## config.mk

```make
export PLATFORM = sky130hd
export DESIGN_NAME = mmss_counter_flat
export DESIGN_NICKNAME = d
export VERILOG_FILES = /design/src/rtl/mmss_counter_pkg.sv /design/src/rtl/mmss_counter_if.sv /design/src/rtl/mmss_counter_bcd_cnt60.sv /design/src/rtl/mmss_counter.sv /design/src/flat_wrapper.sv
export SDC_FILE = /design/constraint.sdc
export NUM_CORES = 1
export LEC_CHECK = 0
export ABC_AREA = 1
export BUFFER_PORTS_ARGS = -buffer_cell sky130_fd_sc_hd__buf_4
export CORE_MARGIN = 3
export CORE_UTILIZATION = 45
export CTS_BUF_LIST = sky130_fd_sc_hd__clkbuf_16
export DETAILED_ROUTE_END_ITERATION = 8
export HOLD_SLACK_MARGIN = 0.06
export PLACE_DENSITY = 0.62
export SYNTH_ARGS = -nofsm -noshare
export SYNTH_HDL_FRONTEND = slang
export SYNTH_SLANG_ARGS = --single-unit
```

## constraint.sdc

```tcl
create_clock -name CLK -period 1.7 [get_ports CLK]
set_input_delay 0.17 -clock CLK [delete_from_list [all_inputs] [get_ports CLK]]
set_output_delay 0.17 -clock CLK [all_outputs]
set_load 0.03 [all_outputs]
```

## src/rtl/mmss_counter_pkg.sv

```systemverilog
// Shared definitions for the minute:second timekeeper: BCD limits, digit widths
// and the default board clock. Also reused by the later hour stage.
package mmss_counter_pkg;

  localparam int unsigned UNITS_MAX  = 9;
  localparam int unsigned TENS_MAX   = 5;
  localparam int unsigned UP_W       = 3;
  localparam int unsigned LOW_W      = 4;
  localparam int unsigned DEF_CLK_HZ = 50_000_000;

  // One BCD digit pair (tens:units) of a mod-60 field
  typedef struct packed {
    logic [UP_W-1:0]  up;
    logic [LOW_W-1:0] low;
  } bcd60_t;

  // Successor of a BCD pair in 00..59, wrapping 59 -> 00
  function automatic bcd60_t bcd60_next(input bcd60_t v);
    bcd60_t r;
    r = v;
    if (v.low >= LOW_W'(UNITS_MAX)) begin
      r.low = '0;
      r.up  = (v.up >= UP_W'(TENS_MAX)) ? '0 : v.up + UP_W'(1);
    end else begin
      r.low = v.low + LOW_W'(1);
    end
    return r;
  endfunction

endpackage

```

## src/rtl/mmss_counter_if.sv

```systemverilog
// Control and display bundle of the minute:second timekeeper.
// The min_adj signal exists only when MMSS_MIN_ADJ_EN is defined.
interface mmss_counter_if;
  import mmss_counter_pkg::*;

  logic             run;
  logic             clr;
`ifdef MMSS_MIN_ADJ_EN
  logic             min_adj;
`endif
  logic [UP_W-1:0]  sec_up;
  logic [LOW_W-1:0] sec_low;
  logic [UP_W-1:0]  min_up;
  logic [LOW_W-1:0] min_low;
  logic             hour;

`ifdef MMSS_MIN_ADJ_EN
  modport master (output run, clr, min_adj,
                  input  sec_up, sec_low, min_up, min_low, hour);
  modport slave  (input  run, clr, min_adj,
                  output sec_up, sec_low, min_up, min_low, hour);
`else
  modport master (output run, clr,
                  input  sec_up, sec_low, min_up, min_low, hour);
  modport slave  (input  run, clr,
                  output sec_up, sec_low, min_up, min_low, hour);
`endif

endinterface

```

## src/rtl/mmss_counter_bcd_cnt60.sv

```systemverilog
// Mod-60 BCD counter (00..59). carry is combinational: high when inc arrives at 59.
module bcd_cnt60
  import mmss_counter_pkg::*;
(
  input  logic             CLK,
  input  logic             RST,
  input  logic             clr,
  input  logic             inc,
  output logic [UP_W-1:0]  up,
  output logic [LOW_W-1:0] low,
  output logic             carry
);

  bcd60_t val_q;

  assign up    = val_q.up;
  assign low   = val_q.low;
  assign carry = inc && (val_q.up == UP_W'(TENS_MAX)) && (val_q.low == LOW_W'(UNITS_MAX));

  // Value register: reset/clear to 00, advance one BCD step per inc
  always_ff @(posedge CLK) begin
    if (RST || clr) begin
      val_q <= '0;
    end else if (inc) begin
      val_q <= bcd60_next(val_q);
    end
  end

endmodule

```

## src/rtl/mmss_counter.sv

```systemverilog
// Minute:second BCD timekeeper (00:00..59:59) with a 1 Hz prescaler.
// Optional feature: define MMSS_MIN_ADJ_EN to add the min_adj (+1 minute) input.
module mmss_counter
  import mmss_counter_pkg::*;
#(
  parameter int unsigned CLK_HZ  = DEF_CLK_HZ,
  parameter int unsigned TICK_HZ = 1
)(
  input logic           CLK,
  input logic           RST,
  mmss_counter_if.slave bus
);

  localparam int unsigned DIV  = CLK_HZ / TICK_HZ;
  localparam int unsigned PC_W = (DIV > 2) ? $clog2(DIV) : 1;

  logic [PC_W-1:0] pcnt;
  logic            tick;
  logic            sec_carry;
  logic            min_carry;
  logic            min_inc;

  assign tick = bus.run && (pcnt == PC_W'(DIV - 1));

`ifdef MMSS_MIN_ADJ_EN
  // A coincident adjust and seconds carry still move minutes by one
  assign min_inc = sec_carry | bus.min_adj;
`else
  assign min_inc = sec_carry;
`endif

  // Prescaler: frozen while paused so a resumed second is completed, not restarted
  always_ff @(posedge CLK) begin
    if (RST || bus.clr) begin
      pcnt <= '0;
    end else if (bus.run) begin
      pcnt <= tick ? '0 : pcnt + PC_W'(1);
    end
  end

  bcd_cnt60 u_sec (
    .CLK   (CLK),
    .RST   (RST),
    .clr   (bus.clr),
    .inc   (tick),
    .up    (bus.sec_up),
    .low   (bus.sec_low),
    .carry (sec_carry)
  );

  bcd_cnt60 u_min (
    .CLK   (CLK),
    .RST   (RST),
    .clr   (bus.clr),
    .inc   (min_inc),
    .up    (bus.min_up),
    .low   (bus.min_low),
    .carry (min_carry)
  );

  // Hour pulse: only a seconds-driven 59:59 rollover, lands with the 00:00 display
  always_ff @(posedge CLK) begin
    if (RST || bus.clr) begin
      bus.hour <= 1'b0;
    end else begin
      bus.hour <= sec_carry && min_carry;
    end
  end

endmodule

```

## src/flat_wrapper.sv

```systemverilog
// flat-port wrapper written by rule: the top's interface ports become plain ports
module mmss_counter_flat import mmss_counter_pkg::*;
#(
  parameter int unsigned CLK_HZ  = DEF_CLK_HZ,
  parameter int unsigned TICK_HZ = 1
)
  (CLK, RST, bus_run, bus_clr, bus_sec_up, bus_sec_low, bus_min_up, bus_min_low, bus_hour);
  mmss_counter_if bus_i ();
  input logic CLK;
  input logic RST;
  input wire logic [$bits(bus_i.run)-1:0] bus_run;
  input wire logic [$bits(bus_i.clr)-1:0] bus_clr;
  output wire logic [$bits(bus_i.sec_up)-1:0] bus_sec_up;
  output wire logic [$bits(bus_i.sec_low)-1:0] bus_sec_low;
  output wire logic [$bits(bus_i.min_up)-1:0] bus_min_up;
  output wire logic [$bits(bus_i.min_low)-1:0] bus_min_low;
  output wire logic [$bits(bus_i.hour)-1:0] bus_hour;
  assign bus_i.run = bus_run;
  assign bus_i.clr = bus_clr;
  assign bus_sec_up = bus_i.sec_up;
  assign bus_sec_low = bus_i.sec_low;
  assign bus_min_up = bus_i.min_up;
  assign bus_min_low = bus_i.min_low;
  assign bus_hour = bus_i.hour;
  mmss_counter #(.CLK_HZ(CLK_HZ), .TICK_HZ(TICK_HZ)) u_core (.CLK(CLK), .RST(RST), .bus(bus_i));
endmodule
```

Word level (Yosys, flattened, before mapping)
Index checks and enable logic that the tools add are counted.
{"block": "op_classes", "n_addsub": 5, "n_lt_le_gt_ge": 4, "n_eq_ne": 5, "muxes": 5, "n_reduce_logical": 9}
{"cell": "26-bit by 1-bit adder with 26-bit output (second input constant)", "count": 1}
{"cell": "26-bit == test (second input constant)", "count": 1}
{"cell": "26-bit two-way mux", "count": 1}
{"cell": "4-bit by 1-bit adder with 4-bit output (second input constant)", "count": 2}
{"cell": "4-bit == test (second input constant)", "count": 2}
{"cell": "4-bit greater-or-equal comparator (second input constant)", "count": 2}
{"cell": "4-bit two-way mux", "count": 2}
{"cell": "3-bit by 1-bit adder with 3-bit output (second input constant)", "count": 2}
{"cell": "3-bit == test (second input constant)", "count": 2}
{"cell": "3-bit greater-or-equal comparator (second input constant)", "count": 2}
{"cell": "1-bit logical AND", "count": 6}
{"cell": "3-bit two-way mux", "count": 2}
{"cell": "2-bit AND reduction", "count": 2}
{"cell": "1-bit logical OR", "count": 1}
{"block": "totals", "ff_bits": 41, "input_bits": 4, "output_inout_bits": 15, "wordCells": 34}

Longest topological paths before layout
Gate-level depths: netlist of run 1.
{"block": "depth", "word_depth": 7, "mapped_depth": 12, "depth_no_buf": 12}

By module
A second synthesis of run 1 with hierarchy kept.
{"block": "hier_totals", "hier_cells": 365, "area_unflattened_um2": 2511.2}
{"module": "mmss_counter", "n_inst": 1, "cells_per_inst": 245, "area_per_inst_um2": 1607.8}
{"module": "bcd_cnt60", "n_inst": 2, "cells_per_inst": 60, "area_per_inst_um2": 451.7}

Least setup slack after synthesis of run 1
No wires, ideal clock.
{"block": "synth_timing", "path_type": "register -> register", "start": "register u_core.u_sec.val_q (netlist bit u_core.u_sec.up[0])", "end": "register u_core.u_min.val_q (netlist bit u_core.u_min.low[2])", "t_arrival_ns": 1.600, "required_ns": 1.590, "path_slack_ns": -0.009, "path_stages_with_launch": 9, "path_buffers": 0, "path_cell_list": "dfxtp_1 -> ha_1 -> nand3_1 -> nor3_4 -> nand4_1 -> nand2_2 -> inv_1 -> nand2_1 -> nor2_1"}
{"block": "synth_via", "elab_chain_len": 3}
{"element": "start: declaration", "line": "mmss_counter_bcd_cnt60.sv:14", "text": "bcd60_t val_q;"}
{"element": "start signal: assignment", "line": "mmss_counter_bcd_cnt60.sv:25", "text": "val_q <= bcd60_next(val_q);"}
{"element": "3-bit == test", "line": "mmss_counter_bcd_cnt60.sv:18", "text": "assign carry = inc && (val_q.up == UP_W'(TENS_MAX)) && (val_q.low == LOW_W'(UNITS_MAX));"}
{"element": "1-bit logical AND (2 in a row)", "line": "mmss_counter_bcd_cnt60.sv:18"}
{"element": "end signal: assignment", "line": "mmss_counter_bcd_cnt60.sv:25"}
{"element": "end: declaration", "line": "mmss_counter_bcd_cnt60.sv:14"}
Every way passes these cells.
A chain may end at the register's enable or synchronous reset.

Final worst setup path of run 1
{"block": "layout_timing", "start": "register u_core.pcnt[17]", "end": "register u_core.u_sec.val_q (netlist bit u_core.u_sec.up[0])"}
{"block": "layout_via", "elab_chain_len": 3}
{"element": "start: declaration", "line": "mmss_counter.sv:17", "text": "logic [PC_W-1:0] pcnt;"}
{"element": "start signal: assignment", "line": "mmss_counter.sv:37", "text": "pcnt <= tick ? '0 : pcnt + PC_W'(1);"}
{"element": "26-bit == test", "line": "mmss_counter.sv:23", "text": "assign tick = bus.run && (pcnt == PC_W'(DIV - 1));"}
{"element": "1-bit logical AND", "line": "mmss_counter.sv:23"}
{"element": "2-bit AND reduction (no source line)"}
Every way passes these cells.

==> flow_metrics.tcl, run 1 <==
set metrics [dict create \
    status "finished clean" \
    power_mw 1.93 \
    dp_hpwl_mm 4.29 \
    required_ns 1.88 \
    grt_use_total_pct 19.0 \
    synthCells 365 \
    critical_path_class "flop to flop" \
    h-tree-depth 2 \
    yosys_most_used_dff "dfxtp_1" \
    core_mm2 0.00491 \
    drt_first_pass_iters 4 \
    cellLeakagePower_nw 1.21 \
    die-height_um 78.8 \
    dr_wl_met3_um 224 \
    max_freq_mhz 639 \
    worstMarginPinSlew_ns 0.380 \
    drt.antenna.violating_nets 0 \
    synth_edf_count 0 \
    final_max_slew_viol_count 0 \
    antenna_cells 0 \
    die_w_um 78.8 \
    nNetsFinal 413 \
    dp_slack_ns 0.101 \
    antenna_found_initial 0 \
    overflow 0 \
    finalHoldViolCount 0 \
    via_per_inst 4.84 \
    ys_types 28 \
    gp_congestion 0.885 \
    cts_hold_buf 0 \
    stdcell_count 465 \
    slew_headroom_pct 74.5 \
    peakVddDrop_mv 0.361 \
    synth_warnings 0 \
    route.met2.wl_mm 2.68 \
    post_dp_cell_area_mm2 0.00266 \
    drc 0 \
    fin_tns_setup_ns 0 \
    finalInstanceArea_mm2 0.00284 \
    critPathLaunchType "flop" \
    numCtsBuffers 5 \
    fin_crit_ns 1.57 \
    cts_tree "built" \
    clockRootBuffer "clkbuf_16" \
    route.vias.total 2250 \
    clock_latency_ns 0.28 \
    worstPathArrival_ns 1.75 \
    wl_met1_mm 2.55 \
    placed_cells 457 \
    drive_above_1_share_pct 18.6 \
    top_layer "met4" \
    timing.final.ws_setup_ns 0.134 \
    final_common_cell "nand2_1" \
    avgSynthCellArea_um2 6.54 \
    fin_skew_ns 0.00649 \
    drt-wirelength-per-cell_um 11.9 \
    finish.utilization_pct 57.8 \
    p_per_area_mw_per_mm2 678 \
    first_iter_violations 68 \
    holdWs_ns 0.226 \
    grt_max_degree 15 \
    die_area_mm2 0.00621 \
    synth-seq-cells 41 \
    grt_pass1_wl_mm 9.39 \
    reg2reg_slack_ns 0.13 \
    end_kind "flop" \
    grt_pass1_vias 2075 \
    rows 25 \
    fillers 494 \
    clock-sinks 41 \
    synth_area_mm2 0.00239 \
    cp_max_fo 8 \
    min_period_over_period_pct 92.1 \
    clk_pin_slew_ns 0.06 \
    hp-class "input port to flop" \
    layout_common_cells "nand2_1 (76), nor2_1 (71), inv_1 (53)" \
    port_buffers 18 \
    ios 19 \
    syn2layout_area_growth_pct 18.9 \
    setup_viol 0 \
    clockBufferDepth 2 \
    syn_nets 380 \
    start_util_pct 48.6 \
    ys_seq_area_share_pct 34.4 \
    max_cap_violations 0 \
    grt_setup_unrepaired "false" \
    finalWirelength_mm 5.52 \
    async_reset_ff_share_pct 0 \
]
synthesized netlist by cell type, types with 4 or more instances:
| cell type | instances | share of area (%) |
|---|---|---|
| nand2_1 | 77 | 12 |
| nor2_1 | 76 | 12 |
| inv_1 | 53 | 8.3 |
| dfxtp_1 | 41 | 34 |
| nand3_1 | 23 | 4.8 |
| nor3_1 | 15 | 3.1 |
| a21oi_1 | 13 | 2.7 |
| ha_1 | 11 | 5.8 |
| o21ai_0 | 9 | 1.9 |
| nand4_1 | 8 | 2.1 |
| nand2_2 | 7 | 1.8 |
| inv_2 | 4 | 0.63 |
| nor2_2 | 4 | 1.0 |
routing by layer:
layer  up-vias  track usage, %
met1       995            23.8
li1       1211               -
met3         5            3.74
met4         0            6.19
met2        39            32.6
met5         -               0
flip-flops by register name, indices dropped and copies added, names as in the netlist:
name              count
u_core.u_min.up       3
u_core.u_sec.up       3
u_core.bus.hour       1
u_core.u_min.low      4
u_core.u_sec.low      4
u_core.pcnt          26
cell type report:
| cell class | instances | area, um2 | area share (%) |
|---|---|---|---|
| timing repair buffer | 29 | 218 | 7.67 |
| tap | 67 | 83.8 | 2.95 |
| sequential | 41 | 830 | 29.2 |
| inverter | 57 | 216 | 7.63 |
| multi-input combinational | 264 | 1350 | 47.7 |
| clock inverter | 2 | 11.3 | 0.397 |
| clock buffer | 5 | 125 | 4.41 |
final timing paths:
check,start,end,cells after the start
worst min register to register,u_core.pcnt[12]$_SDFFE_PP0P_,u_core.pcnt[12]$_SDFFE_PP0P_,1
worst min-delay path,bus_run,u_core.pcnt[1]$_SDFFE_PP0P_,3
worst max-delay path,u_core.pcnt[17]$_SDFFE_PP0P_,u_core.u_sec.up[0]$_SDFFE_PP0P_,11
worst max register to register,u_core.pcnt[17]$_SDFFE_PP0P_,u_core.u_sec.up[0]$_SDFFE_PP0P_,11
worst max-delay path: stages, from the launching register on:
cell	delay (ns)
dfxtp_1	0.39
inv_1	0.10
nor2_1	0.18
nand2_1	0.09
nor2_1	0.11
nand2_2	0.10
nor2_8	0.19
nand2_4	0.07
nand2_2	0.10
nand2_1	0.06
nand2_1	0.05
inv_1	0.04
power breakdown:
part	switching, mW	total [mW]	internal [mW]
sequential	0.00137	0.964	0.962
clock	0.375	0.906	0.530
combinational	0.0367	0.0558	0.0191
total	0.413	1.93	1.51
repair_timing:
item                       in CTS  in global routing
buffers inserted                0                  1
setup endpoints to repair       0                 25
gates resized for setup         0                 16
kinds of logic after synthesis:
kind of cell | after synthesis | synth area share, %
buffers and inverters | 60 | 10.1
XOR/XNOR | 4 | 1.47
flip-flops | 41 | 34.4
AND/OR/NAND/NOR | 220 | 41.7
adder cells (fa/ha/maj) | 11 | 5.77
AO/OA/AOI/OAI | 29 | 6.60
Power figures use the tool's default switching activity.
==> run 2, diff against run 1 <==
--- a/config.mk
+++ b/config.mk
@@ -9,10 +9,10 @@
 export BUFFER_PORTS_ARGS = -buffer_cell sky130_fd_sc_hd__buf_4
 export CORE_MARGIN = 3
 export CORE_UTILIZATION = 45
-export CTS_BUF_LIST = sky130_fd_sc_hd__clkbuf_16
 export DETAILED_ROUTE_END_ITERATION = 8
 export HOLD_SLACK_MARGIN = 0.06
 export PLACE_DENSITY = 0.62
+export SETUP_SLACK_MARGIN = 0.4
 export SYNTH_ARGS = -nofsm -noshare
 export SYNTH_HDL_FRONTEND = slang
 export SYNTH_SLANG_ARGS = --single-unit
==> flow_metrics.tcl, run 2 (synthesis results as in run 1) <==
set metrics [dict create \
    status "finished clean" \
    cts_tree "built" \
    core_mm2 0.00491 \
    start_util_pct 48.6 \
    first_iter_violations 90 \
    finalHoldViolCount 0 \
    final_max_slew_viol_count 0 \
    grt_use_total_pct 20.0 \
    ios 19 \
    overflow 0 \
    min_delay_worst_endpoint "u_core.pcnt[0]$_SDFFE_PP0P_" \
    drc 0 \
    dp_hpwl_mm 4.14 \
    max_freq_mhz 659 \
    die_w_um 78.8 \
    power_mw 1.79 \
    layout_common_cells "nand2_1 (66), nor2_1 (56), buf_4 (48)" \
    timing.final.ws_setup_ns 0.183 \
    drt_first_pass_iters 4 \
    gp_congestion 0.843 \
    fillers 425 \
    clockRootBuffer "clkbuf_8" \
    dp_slack_ns 0.106 \
    min_period_over_period_pct 89.3 \
    numCtsBuffers 5 \
    r2r_cells 7 \
    route.vias.total 2438 \
    critical_path_class "flop to flop" \
    cts_hold_buf 0 \
    via_per_inst 4.97 \
    clk_pin_slew_ns 0.08 \
    cellLeakagePower_nw 1.45 \
    critPathLaunchType "flop" \
    min-delay-start "bus_run" \
    clock_latency_ns 0.30 \
    placed_cells 455 \
    peakVddDrop_mv 0.379 \
    finalWirelength_mm 6.30 \
    max_cap_violations 0 \
    holdPathStages 3 \
    worstMarginPinSlew_ns 0.492 \
    antenna_cells 0 \
    antenna_found_initial 0 \
    grt_setup_unrepaired "true" \
    grt_max_degree 15 \
    p_comb_share_pct 4.1 \
    fin_crit_ns 1.52 \
    p_per_area_mw_per_mm2 534 \
    h-tree-depth 2 \
    syn2layout_area_growth_pct 40.3 \
    rr_endpoint "u_core.u_min.up[0]$_SDFFE_PP0P_" \
    port_buffers 18 \
    grt_pass1_vias 2241 \
    reg2reg_from "u_core.u_min.low[0]$_SDFFE_PP0N_" \
    grt_pass1_wl_mm 10.1 \
    drive_above_1_share_pct 41.3 \
    die-height_um 78.8 \
    setup_viol 0 \
    clockBufferDepth 2 \
    worstPathArrival_ns 1.71 \
    fin_tns_setup_ns 0 \
    drt.antenna.violating_nets 0 \
    largest_reg_flops 26 \
    rows 25 \
    drt-wirelength-per-cell_um 12.8 \
    nNetsFinal 438 \
    fin_skew_ns 0.00523 \
    largest_register "u_core.pcnt" \
    holdWs_ns 0.204 \
    final_common_cell "nand2_1" \
    power.internal_mw 1.40 \
    pwr-share-seq_pct 53.1 \
    switchingPower_mw 0.394 \
    hp-class "input port to flop" \
    p_clk_share_pct 42.8 \
    end_kind "flop" \
    clock-sinks 41 \
    die_area_mm2 0.00621 \
    stdcell_count 491 \
    switching_share_pct 22.0 \
    required_ns 1.89 \
    reg2reg_slack_ns 0.18 \
    slew_headroom_pct 66.9 \
    cp_max_fo 5 \
]
run 2: cell types whose count changed in the layout (fill, tap and decap cells not counted), sizes merged:
| cell | change |
|---|---|
| buf | +24 |
| clkbuf | +4 |
| clkinv | -1 |
| clkinvlp | -1 |
run 2: critical path, cell delays in order (launching register included):
cell     delay (ns)
dfxtp_2        0.38
inv_1          0.08
ha_1           0.20
a21oi_1        0.19
nand4_1        0.20
buf_4          0.19
o21ai_0        0.13
nor2_1         0.05
run 2: power by group through the flow:
stage,clock [mW],combinational (mW),sequential [mW]
6_report,0.767,0.0734,0.949
5_1_grt,0.808,0.0798,0.950
4_1_cts,0.776,0.0586,0.951
3_5_place_dp,0,0.0555,0.979
3_3_place_gp,0,0.0552,0.979
2_1_floorplan,0,0.0393,0.979
run 2: cell type report:
class                      count  area (um2)  share of cell area [%]
multi-input combinational    264        1610                    48.0
sequential                    41         877                    26.2
timing repair buffer          54         445                    13.3
inverter                      57         224                    6.69
clock buffer                   8         111                    3.32
tap                           67        83.8                    2.50
run 2: worst max-delay path by stage:
stage / slack (ns) / startpoint / to / depth (start not counted)
2_1_floorplan: 0.15 / u_core.u_sec.low[1]$_SDFFE_PP0N_ / u_core.u_min.low[2]$_SDFFE_PP0N_ / 9
3_3_place_gp: 0.14 / u_core.pcnt[1]$_SDFFE_PP0P_ / u_core.u_min.low[2]$_SDFFE_PP0N_ / 10
3_5_place_dp: 0.11 / u_core.pcnt[1]$_SDFFE_PP0P_ / u_core.u_min.low[2]$_SDFFE_PP0N_ / 10
4_1_cts: 0.24 / u_core.pcnt[0]$_SDFFE_PP0P_ / u_core.pcnt[20]$_SDFFE_PP0P_ / 10
5_1_grt: -0.003 / u_core.u_min.low[0]$_SDFFE_PP0N_ / u_core.u_min.up[2]$_SDFFE_PP0P_ / 8
6_report: 0.18 / u_core.u_min.low[0]$_SDFFE_PP0N_ / u_core.u_min.up[0]$_SDFFE_PP0P_ / 7
run 2: per-stage QoR:
step / util [%] / area (um2)
after global placement: 55.3 / 2720
after detailed placement: 55.3 / 2720
after floorplan: - / 2460
after global routing: 68.2 / 3350
final: 68.2 / 3350
after CTS: 63.1 / 3100
run 2: repair_timing:
item | 4_1_cts | 5_1_grt
pin swaps | 24 | 13
endpoints found under the setup margin | 39 | 39
hold endpoints to repair | 0 | 0
setup buffers | 18 | 9
gates resized for setup | 51 | 52
cloned | 0 | 1
run 2: metal layers:
metal / GRT usage (%) / up-vias / routed length, um
met5: 0 / - / 0
met1: 26.1 / 1118 / 2830
met3: 3.17 / 8 / 244
met2: 34.3 / 49 / 3140
li1: - / 1263 / -
met4: 5.33 / 0 / 82
